File: config.mk
export PLATFORM = sky130hd
export DESIGN_NAME = seg7_scan_driver
export DESIGN_NICKNAME = d
export VERILOG_FILES = /design/src/rtl/seg7_pkg.sv /design/src/rtl/seg7_font_rom.sv /design/src/rtl/seg7_scan_driver.sv
export SDC_FILE = /design/constraint.sdc
export NUM_CORES = 1
export LEC_CHECK = 0
export CORE_MARGIN = 2
export CORE_UTILIZATION = 50
export DETAILED_ROUTE_END_ITERATION = 7
export MAX_ROUTING_LAYER = met4
export PLACE_DENSITY = 0.7
export SLEW_MARGIN = 15
export SYNTH_ARGS = -nofsm -noshare
export SYNTH_HDL_FRONTEND = slang
export SYNTH_SLANG_ARGS = --single-unit
File: constraint.sdc
create_clock -name clk -period 2.8 [get_ports clk]
set_input_delay 0.56 -clock clk [delete_from_list [all_inputs] [get_ports clk]]
set_output_delay 0.56 -clock clk [all_outputs]
set_load 0.02 [all_outputs]
File: src/rtl/seg7_pkg.sv
// Shared constants and helpers for the multiplexed 7-segment scan driver.
// Segment bit order is {dp,a,b,c,d,e,f,g}.
package seg7_pkg;

    localparam logic [7:0] SEG_OFF = 8'h00;

    localparam logic [6:0] FONT [16] = '{
        7'h7E, 7'h30, 7'h6D, 7'h79,
        7'h33, 7'h5B, 7'h5F, 7'h70,
        7'h7F, 7'h7B, 7'h77, 7'h1F,
        7'h4E, 7'h3D, 7'h4F, 7'h47
    };

    function automatic logic [6:0] seg7_font(input logic [3:0] nib);
        return FONT[nib];
    endfunction

    function automatic logic [7:0] onehot(input logic [2:0] idx,
                                          input int width);
        logic [7:0] r;
        r = 8'h00;
        if (int'(idx) < width) r[idx] = 1'b1;
        return r;
    endfunction

endpackage

File: src/rtl/seg7_font_rom.sv
// Combinational hex nibble to 7-segment map (bits a..g).
module seg7_font_rom
    import seg7_pkg::*;
(
    input  logic [3:0] nib,
    output logic [6:0] seg
);

    assign seg = seg7_font(nib);

endmodule

File: src/rtl/seg7_scan_driver.sv
// Time-multiplexed hex display driver with ghost blanking and frame-synced updates.
// Define SEG7_LZB_EN to enable leading-zero blanking.
module seg7_scan_driver
    import seg7_pkg::*;
#(
    parameter int NUM_DIGITS  = 4,
    parameter int SCAN_DIV    = 12000,
    parameter int BLANK_CYC   = 16,
    parameter int SEG_ACT_LOW = 0,
    parameter int DIG_ACT_LOW = 1
) (
    input  logic                    clk,
    input  logic                    rst_n,
    input  logic [4*NUM_DIGITS-1:0] value,
    input  logic [NUM_DIGITS-1:0]   dp_in,
    input  logic                    load,
    input  logic                    blank,
    output logic [7:0]              seg_out,
    output logic [NUM_DIGITS-1:0]   dig_en,
    output logic                    frame_done
);

    localparam int IW = (NUM_DIGITS > 1) ? $clog2(NUM_DIGITS) : 1;
    localparam int CW = $clog2(SCAN_DIV);

    localparam logic [7:0] SEG_INV = (SEG_ACT_LOW != 0) ? 8'hFF : 8'h00;
    localparam logic [NUM_DIGITS-1:0] DIG_INV =
        (DIG_ACT_LOW != 0) ? '1 : '0;

    logic [CW-1:0]           div_cnt;
    logic [IW-1:0]           idx;
    logic [4*NUM_DIGITS-1:0] disp_val;
    logic [4*NUM_DIGITS-1:0] pend_val;
    logic [NUM_DIGITS-1:0]   disp_dp;
    logic [NUM_DIGITS-1:0]   pend_dp;
    logic                    pend_vld;

    logic                    slot_end;
    logic                    last_idx;
    logic                    boundary;
    logic                    dig_on;
    logic                    lz_blank;
    logic [3:0]              nib;
    logic                    cur_dp;
    logic [6:0]              font_seg;
    logic [7:0]              oh;
    logic [7:0]              seg_nxt;
    logic [NUM_DIGITS-1:0]   dig_nxt;

    assign slot_end   = (div_cnt == CW'(SCAN_DIV - 1));
    assign last_idx   = (idx == IW'(NUM_DIGITS - 1));
    assign boundary   = slot_end && last_idx;
    assign frame_done = boundary;

    always_ff @(posedge clk or negedge rst_n) begin
        if (!rst_n) begin
            div_cnt <= '0;
            idx     <= '0;
        end else if (slot_end) begin
            div_cnt <= '0;
            idx     <= last_idx ? '0 : idx + IW'(1);
        end else begin
            div_cnt <= div_cnt + CW'(1);
        end
    end

    // Old pend commits at the boundary even when a new load lands on it.
    always_ff @(posedge clk or negedge rst_n) begin
        if (!rst_n) begin
            pend_val <= '0;
            pend_dp  <= '0;
            pend_vld <= 1'b0;
            disp_val <= '0;
            disp_dp  <= '0;
        end else begin
            if (load) begin
                pend_val <= value;
                pend_dp  <= dp_in;
                pend_vld <= 1'b1;
            end else if (boundary) begin
                pend_vld <= 1'b0;
            end
            if (boundary && pend_vld) begin
                disp_val <= pend_val;
                disp_dp  <= pend_dp;
            end
        end
    end

    assign nib    = disp_val[4*int'(idx) +: 4];
    assign cur_dp = disp_dp[idx];

    seg7_font_rom u_font (
        .nib (nib),
        .seg (font_seg)
    );

`ifdef SEG7_LZB_EN
    logic [IW-1:0] msd;

    // Digit 0 can never sit above msd, so a zero value still shows "0".
    always_comb begin
        msd = '0;
        for (int i = 1; i < NUM_DIGITS; i++) begin
            if (disp_val[4*i +: 4] != 4'h0) msd = IW'(i);
        end
        lz_blank = (idx > msd);
    end
`else
    assign lz_blank = 1'b0;
`endif

    assign dig_on = (int'(div_cnt) >= BLANK_CYC) && !blank;
    assign oh     = onehot(3'(idx), NUM_DIGITS);

    always_comb begin
        seg_nxt = SEG_OFF;
        dig_nxt = '0;
        if (dig_on) begin
            seg_nxt = {cur_dp, lz_blank ? 7'h00 : font_seg};
            dig_nxt = oh[NUM_DIGITS-1:0];
        end
    end

    always_ff @(posedge clk or negedge rst_n) begin
        if (!rst_n) begin
            seg_out <= SEG_OFF ^ SEG_INV;
            dig_en  <= DIG_INV;
        end else begin
            seg_out <= seg_nxt ^ SEG_INV;
            dig_en  <= dig_nxt ^ DIG_INV;
        end
    end

endmodule

==> flow_metrics.py <==
metrics = {
    "outcome": {
        "status": "finished clean",
    },
    "cts": {
        "htreeDepth": 3,
        "path_clk_slew_ps": 80,
        "cts.sinks": 69,
        "clkLatencyLatePin_ps": 340,
        "root_buffer": "clkbuf_8",
        "post_cts_buffers": 0,
        "cts_tree": "built",
        "clk_path_buf_depth": 2,
        "cts_buffers": 9,
    },
    "yosys": {
        "synth_cell_types": 41,
        "syn-instance-count": 244,
        "synth_nets": 280,
        "ys_seq_elements": 69,
        "async_flop_share_pct": 100.0,
        "synth_edf_count": 0,
        "yosys.area.top_type_share_pct": 49.75,
        "synth_area_leaders": "dfrtp_1 (50%), mux2_4 (9.2%), mux2_2 (7.6%), ha_1 (4.6%), mux4_2 (3.4%)",
        "yosys.area.top_type": "dfrtp_1",
        "synth-seq-area-share_pct": 52.97,
        "synth_ff_type": "dfrtp_1",
        "ys_warn_count": 0,
        "synthTopCellsByCount": "dfrtp_1 (65), mux2_2 (22), mux2_4 (20)",
        "synth_area_sq_mm": 0.003269,
        "synth.most_common_cell": "dfrtp_1",
        "syn_avg_cell_area_sq_um": 13.40,
    },
    "setup_path": {
        "reg2reg_from": "idx[0]",
        "required_ps": 2240,
        "startpoint": "div_cnt[5]",
        "worst-endpoint-arrival_ps": 2070,
        "crit_path_end_kind": "primary output",
        "path_max_fanout": 5,
        "start_kind": "flop",
        "crit_type": "reg -> out",
    },
    "timing": {
        "worstMarginPinSlew_ps": 659.0,
        "finalWorstSetupSlack_ps": 166.2,
        "finalCritPeriodShare_pct": 94.06,
        "finalSetupTns_ps": 0,
        "max_freq_ghz": 0.3797,
        "rsz0062_at_grt": "no",
        "setup_viol": 0,
        "fin_crit_ps": 2634,
        "slew-limit-headroom_pct": 56.07,
        "fin_skew_ps": 9.678,
        "finalHoldViolations": 0,
        "finalMaxSlewViolations": 0,
    },
    "place": {
        "hpwlAfterDp_um": 3924,
        "port-buffer-count": 36,
        "dp.cells": 356,
        "dp_slack_ps": 207.7,
        "place.gp.congestion": 0.8810,
    },
    "cells_and_area": {
        "antenna_cells": 0,
        "area_growth_syn_to_layout_pct": 21.39,
        "fin_cells": 372,
        "fin_util_pct": 62.50,
        "drive_above_1_share_pct": 29.15,
        "layout.nets": 326,
    },
    "floorplan": {
        "fp.coreArea_sq_mm": 0.006350,
        "chipHeight_um": 84.86,
        "floorplan.die_area_sq_mm": 0.007201,
        "num_rows": 29,
        "die_w_um": 84.86,
        "io_pins": 37,
        "initial_utilization_pct": 51.49,
    },
    "global_routing": {
        "grt_use_total_pct": 18.37,
        "antenna_found_initial": 0,
        "first_global_vias": 2031,
        "grt_max_degree": 28,
        "overflow": 0,
        "grt_first_pass_wirelength_um": 9991,
    },
    "power_and_ir_drop": {
        "ir_worst_vdd_mv": 0.3635,
        "p_per_area_mw_per_mm2": 521.4,
        "leakagePower_uw": 0.001747,
    },
    "routing": {
        "dr.first_iter.drc_count": 87,
        "vias": 2018,
        "ant_nets": 0,
        "vias_per_cell": 5.425,
        "wl_per_cell_um": 15.22,
        "drc": 0,
        "wirelength_um": 5660,
        "drt-pass1-iter-count": 4,
    },
    "worst_hold_path": {
        "hold_class": "in -> async",
    },
    "flow_run": {
        "max_cap_viol_count": 0,
    },
}
[metal layers]
layer / share of wire, % / global-route usage, %
met3: 2.9 / 4.086
met5: 0 / -
met4: 1.7 / 8.225
met2: 45 / 26.20
met1: 50 / 25.37
[worst paths after layout]
| path | endpoint | slack [ps] | depth (start not counted) |
|---|---|---|---|
| worst max-delay path | frame_done | 170 | 5 |
| worst min-delay path | div_cnt[4] | 240 | 1 |
| worst max register to register | seg_out[5] | 640 | 6 |
| worst min register to register | div_cnt[0] | 510 | 1 |
| max in group asynchronous | dig_en[0] | 1870 | 2 |
| min in group clk | div_cnt[0] | 510 | 1 |
[kinds of logic (layout without fill, tap and decap cells)]
logic type	count (synthesis)	after routing	synth area share [%]
simple gates	61	61	10.30
xor+xnor	10	10	2.679
fa+ha+maj	12	12	4.592
compound gates	17	17	3.751
buf+inv	19	70	2.755
flops	69	69	52.97
mux	56	56	22.96
[registers in the layout, summed over array words and instances (netlist names)]
| register | cells |
|---|---|
| dig_en | 4 |
| div_cnt | 14 |
| pend_dp | 4 |
| idx | 2 |
| seg_out | 8 |
| disp_dp | 4 |
| pend_val | 16 |
| pend_vld | 1 |
| disp_val | 16 |
[repair_timing]
item,CTS,global route
hold buffers,0,0
resized for setup,2,0
endpoints found under the setup margin,1,0
[stage by stage]
| step | hold slack (ps) | total power (uW) | area [sq um] |
|---|---|---|---|
| final | 235.7 | 2069 | 3969 |
| after global routing | 272.1 | 2162 | 3969 |
| after CTS | 250.0 | 2099 | 3969 |
| after detailed placement | 490.1 | 1189 | 3741 |
| after global placement | 487.6 | 1184 | 3741 |
| after floorplan | 264.4 | 1109 | 3269 |
[final cells by class]
| class | instances | area [sq um] |
|---|---|---|
| inverter | 10 | 37.54 |
| sequential | 69 | 1732 |
| timing repair buffer | 44 | 426.7 |
| clock inverter | 7 | 98.84 |
| clock buffer | 9 | 123.9 |
| fill | 502 | 2381 |
| multi-input combinational | 156 | 1454 |
| tap | 77 | 96.34 |
[layout by cell type, fill, tap and decap left out, types with 2 or more instances in the layout]
cell / n
nor3_1: 8
a31oi_1: 2
clkinv_4: 2
mux2_2: 22
inv_1: 10
nand2_1: 8
xor2_1: 3
clkbuf_8: 9
dfrtp_1: 65
mux4_2: 5
o21ai_0: 4
nor4_2: 2
mux2i_1: 9
a211oi_1: 2
buf_4: 7
nor4_1: 7
or3_1: 3
dfstp_2: 4
clkdlybuf4s50_1: 34
ha_1: 12
nand3_1: 7
nor2_1: 13
bufinv_16: 2
nand4_1: 4
mux2_4: 20
xnor2_1: 7
a311oi_1: 2
[report_power, final]
group	total [uW]	switching [uW]	internal (uW)	leakage, uW
Sequential	1050	15.9	1030	0.000871
Clock	904	399	506	0.000110
Combinational	119	48.8	70.0	0.000766
Total	2070	463	1610	0.00175
[critical path: stages, from the launching register on]
cell	delay, ps
dfrtp_1	420
or3_4	430
nor4_2	380
nand2_1	120
inv_1	60
dlygate4sd2_1	320
(Power assumes the default switching activity.)
